===== src/rtl/pipe_stage_reg.sv =====
`default_nettype none
// ============================================================================
// Module      : pipe_stage_reg
// Description : Inter-stage pipeline register with stall/flush, valid bit,
//               Tnew decrement, GRF write-enable masking and stall counter.
// Revision    : 1.0 - initial release
// ============================================================================
module pipe_stage_reg #(
  parameter int DATA_W           = 128,
  parameter int TNEW_W           = 2,
  parameter int TNEW_DEC         = 1,
  parameter int KEEP_PC_ON_FLUSH = 1,
  parameter int CNT_W            = 16
) (
  input  logic              clk,
  input  logic              reset,
  input  logic              stall,
  input  logic              flush,
  input  logic              valid_in,
  input  logic [DATA_W-1:0] data_in,
  input  logic [31:0]       pc_in,
  input  logic [4:0]        wa_in,
  input  logic              grfwe_in,
  input  logic [TNEW_W-1:0] tnew_in,
  output logic              valid_out,
  output logic [DATA_W-1:0] data_out,
  output logic [31:0]       pc_out,
  output logic [4:0]        wa_out,
  output logic              grfwe_out,
  output logic [TNEW_W-1:0] tnew_out,
  output logic [CNT_W-1:0]  stall_cnt
);

  localparam logic [TNEW_W:0]  c_tnew_dec = (TNEW_W+1)'(TNEW_DEC);
  localparam logic [CNT_W-1:0] c_cnt_max  = '1;
  localparam logic [CNT_W-1:0] c_cnt_one  = CNT_W'(1);

  logic              r_valid;
  logic [DATA_W-1:0] r_data;
  logic [31:0]       r_pc;
  logic [4:0]        r_wa;
  logic              r_grfwe;
  logic [TNEW_W-1:0] r_tnew;
  logic [CNT_W-1:0]  r_stall_cnt;

  logic [TNEW_W:0]   w_tnew_ext;
  logic [TNEW_W:0]   w_tnew_diff;
  logic [TNEW_W-1:0] w_tnew_next;
  logic              w_grfwe_next;
  logic [31:0]       w_pc_bubble;

  // Subtract one bit wider so an underflow is detected and clamped to zero.
  assign w_tnew_ext   = {1'b0, tnew_in};
  assign w_tnew_diff  = w_tnew_ext - c_tnew_dec;
  assign w_tnew_next  = (w_tnew_ext < c_tnew_dec) ? '0 : w_tnew_diff[TNEW_W-1:0];

  // A bubble or a write to $0 must never raise a downstream write.
  assign w_grfwe_next = grfwe_in & valid_in & (wa_in != 5'd0);
  assign w_pc_bubble  = (KEEP_PC_ON_FLUSH != 0) ? pc_in : 32'd0;

  always_ff @(posedge clk) begin
    if (reset) begin
      r_valid     <= 1'b0;
      r_data      <= '0;
      r_pc        <= '0;
      r_wa        <= '0;
      r_grfwe     <= 1'b0;
      r_tnew      <= '0;
      r_stall_cnt <= '0;
    end else if (flush) begin
      r_valid <= 1'b0;
      r_data  <= '0;
      r_pc    <= w_pc_bubble;
      r_wa    <= '0;
      r_grfwe <= 1'b0;
      r_tnew  <= '0;
    end else if (stall) begin
      if (r_valid && (r_stall_cnt != c_cnt_max)) begin
        r_stall_cnt <= r_stall_cnt + c_cnt_one;
      end
    end else begin
      r_valid <= valid_in;
      r_data  <= data_in;
      r_pc    <= pc_in;
      r_wa    <= wa_in;
      r_grfwe <= w_grfwe_next;
      r_tnew  <= w_tnew_next;
    end
  end

  assign valid_out = r_valid;
  assign data_out  = r_data;
  assign pc_out    = r_pc;
  assign wa_out    = r_wa;
  assign grfwe_out = r_grfwe;
  assign tnew_out  = r_tnew;
  assign stall_cnt = r_stall_cnt;

endmodule
`default_nettype wire


===== config.mk =====
export PLATFORM = sky130hd
export DESIGN_NAME = pipe_stage_reg
export DESIGN_NICKNAME = d
export VERILOG_FILES = /design/src/rtl/pipe_stage_reg.sv
export SDC_FILE = /design/constraint.sdc
export NUM_CORES = 1
export LEC_CHECK = 0
export BUFFER_PORTS_ARGS = -buffer_cell sky130_fd_sc_hd__buf_4
export CORE_AREA = 2 2 137 139
export CTS_CLUSTER_SIZE = 30
export DETAILED_ROUTE_END_ITERATION = 10
export DIE_AREA = 0 0 139 141
export GPL_TIMING_DRIVEN = 0
export PLACE_DENSITY_LB_ADDON = 0.12
export RECOVER_POWER = 100
export SYNTH_ARGS = -nofsm -noshare
export SYNTH_HDL_FRONTEND = slang
export SYNTH_SLANG_ARGS = --single-unit

===== constraint.sdc =====
create_clock -name clk -period 1.9 [get_ports clk]
set_input_delay 0.095 -clock clk [delete_from_list [all_inputs] [get_ports clk]]
set_output_delay 0.095 -clock clk [all_outputs]
set_load 0.05 [all_outputs]

==> impl_metrics.tcl <==
set metrics [dict create \
    cts_tree "done" \
    final_cell_mix "clkbuf_1, dfxtp_1, buf_4, dlygate4sd3_1, nor2_1" \
    power.switching_mw 2.60 \
    finalPower_mw 9.46 \
    hpwl_um 16500 \
    required_ps 2260 \
    r2r_end "stall_cnt[2]" \
    drive_gt1_frac 0.183 \
    synth_edf_count 0 \
    clock-root-buffer "clkbuf_16" \
    cts_max_path_buffers 2 \
    crit_path_max_incr_delay_ps 390 \
    r2r_cells 7 \
    yosysWarnings 0 \
    synth_area_um2 6770 \
    cellPowerDensity_nw_per_um2 831 \
    rsz0062_at_grt "false" \
    rows 50 \
    cp.arrival_ps 2150 \
    overflow 0 \
    rrSetupSlack_ps 120 \
    grt_use_total 0.232 \
    cts.sinks 185 \
    ir_worst_vdd_v 0.000637 \
    worst-path-buf-inv 2 \
    crit_fanout 10 \
    path_class "flip-flop to flip-flop" \
    design_area_um2 11400 \
    antenna_found_initial 0 \
    preCtsSetupSlack_ps 46.1 \
    coreArea_um2 18300 \
    netlist_instances 692 \
    drv_cap 0 \
    ios 358 \
    dieHeight_um 141 \
    fill_cells 1684 \
    sequentialPowerShare 0.432 \
    fp.dieArea_um2 19600 \
    path_cells "ha_1, nand4_1, buf_4, and4bb_4, buf_6, or4_1, a21oi_1" \
    clk_latency_ps 440 \
    tightest_slew_ps 827 \
    syn_to_final_growth_pct 68.2 \
    endpoint_kind "flip-flop" \
    p_int_mw 6.85 \
    initial_core_util 0.370 \
    p_clk_frac 0.395 \
    critPathLaunchType "flip-flop" \
    worstHoldStart "flush" \
    grt_max_degree 17 \
    final_min_period_over_clock_period 0.939 \
    switching_share 0.275 \
    setup_tns_ps 0 \
    crit_slowest_cell "or4_1" \
    hold_class "primary input to flip-flop" \
    drc 0 \
    async_flop_share 0 \
    period_needed_ps 1780 \
    cts.htree.levels 4 \
    routabilityCongestion 0.775 \
    instances_no_fill 1484 \
    relSlewSlack 0.449 \
    drtPass1Iterations 6 \
    whs_endpoint "stall_cnt[3]" \
    hold_ws_ps 129 \
    ys_types 37 \
    worst_slack_ps 117 \
    wl_per_cell_um 15.7 \
    min_path_cells 4 \
    status "complete, no violations" \
    ys.flop_type "dfxtp_1" \
    wl_um 23400 \
    vias_per_cell 4.67 \
    fin_nets 1412 \
    rr_startpoint "stall_cnt[0]" \
    place_area_um2 9740 \
    max_clock_freq_mhz 561 \
    dieWidth_um 139 \
    clkTransAtPathRegs_ps 70 \
    dpl.cell_count 1282 \
    io_buffer_count 356 \
    slew_viol_final 0 \
    diodes 0 \
    postRouteAntennaNets 0 \
    drtIter0Drc 220 \
    worst_clock_skew_ps 12.9 \
    finalHoldViolations 0 \
    avgSynthCellArea_um2 9.78 \
    grt_pass1_wl_um 36600 \
    synth_seq_cells 185 \
    grt_pass1_vias 7123 \
    combPwrFrac 0.173 \
    seq_area_frac_synth 0.547 \
    cts_made_buffers 17 \
    syn-num-nets 866 \
    setup_viol 0 \
    leakagePower_nw 4.93 \
    critical_path.top_delay_family "simple AND/OR/NAND/NOR gates" \
    vias 6928 \
    mostFrequentLayoutCell "clkbuf_1" \
    finalCoreUtilization 0.623 \
]
==> synth_stat cells (2+ instances only) <==
cell / n / share of area
nor2_1: 144 / 0.080
buf_1: 4 / 0.0022
and4_1: 3 / 0.0039
dfxtp_1: 185 / 0.55
or3_1: 3 / 0.0028
mux2i_1: 135 / 0.20
a21oi_1: 46 / 0.034
buf_6: 2 / 0.0033
o31ai_1: 8 / 0.0089
nor2b_1: 4 / 0.0037
nand2_1: 72 / 0.040
mux2_1: 3 / 0.0050
buf_2: 11 / 0.0081
nand4_1: 3 / 0.0028
or4_1: 8 / 0.0089
clkbuf_1: 29 / 0.016
nand2b_1: 3 / 0.0028
nand3_1: 5 / 0.0037
inv_1: 4 / 0.0022
o21ai_0: 2 / 0.0015
a311oi_1: 2 / 0.0026
==> cell type report <==
class / instances / area (µm²) / share of cell area
sequential: 185 / 3720 / 0.327
tap: 234 / 293 / 0.0257
timing repair buffer: 527 / 3690 / 0.324
inverter: 4 / 15.0 / 0.00132
clock inverter: 12 / 163 / 0.0143
clock buffer: 19 / 453 / 0.0398
multi-input combinational: 456 / 2850 / 0.250
buffer: 47 / 203 / 0.0178
==> worst register-to-register path: cells and delay by family (launching register included) <==
kind                       cells  cell delay (ps)
adders and majority gates      1              230
DFF                            1              360
buffers and inverters          2              250
AOI/OAI and AO/OA              1              150
and+or+nand+nor                3              720
==> routing by layer <==
metal  wire length (µm)  GRT usage  up-vias  part of all wire
met4                942      0.124        0             0.040
met3               1550     0.0696       64             0.066
met5                  0          0        -                 0
met1               9300      0.259     3179              0.40
li1                   -          -     3419                 -
met2              11600      0.402      266              0.50
==> state kept, by name, indices dropped and copies added, names as in the netlist <==
register and flops:
data_out 128, pc_out 32, stall_cnt 16, wa_out 5
tnew_out 2, grfwe_out 1, valid_out 1
==> power by group through the flow <==
stage | clock network [mW] | registers, mW | logic, mW
after CTS | 3.81 | 4.08 | 1.75
after global placement | 0 | 4.17 | 1.45
final | 3.73 | 4.08 | 1.64
after global routing | 3.96 | 4.10 | 1.74
after detailed placement | 0 | 4.17 | 1.45
after floorplan | 0 | 4.64 | 0.380
==> worst max path at each step <==
stage                      start             to  slack (ps)  depth (start not counted)
floorplan              valid_out   stall_cnt[6]          20                          5
global placement    stall_cnt[0]   stall_cnt[6]          50                          6
detailed placement  stall_cnt[0]   stall_cnt[6]          50                          6
CTS                 stall_cnt[0]   stall_cnt[6]          20                          6
global route        stall_cnt[0]  stall_cnt[14]          10                          6
finish              stall_cnt[0]   stall_cnt[2]         120                          7
==> cells by family after synthesis <==
group           share of synthesized area
simple gates                        0.163
flops                               0.547
mux                                 0.205
compound gates                     0.0494
buf+inv                            0.0331
fa+ha+maj                         0.00185
==> repair_timing <==
action / CTS / global route
endpoints found under the setup margin: 0 / 5
hold endpoints to repair: 170 / 0
hold buffers: 170 / 0
resized for setup: 0 / 2
setup buffers: 0 / 1
Power figures use the tool's default switching activity.
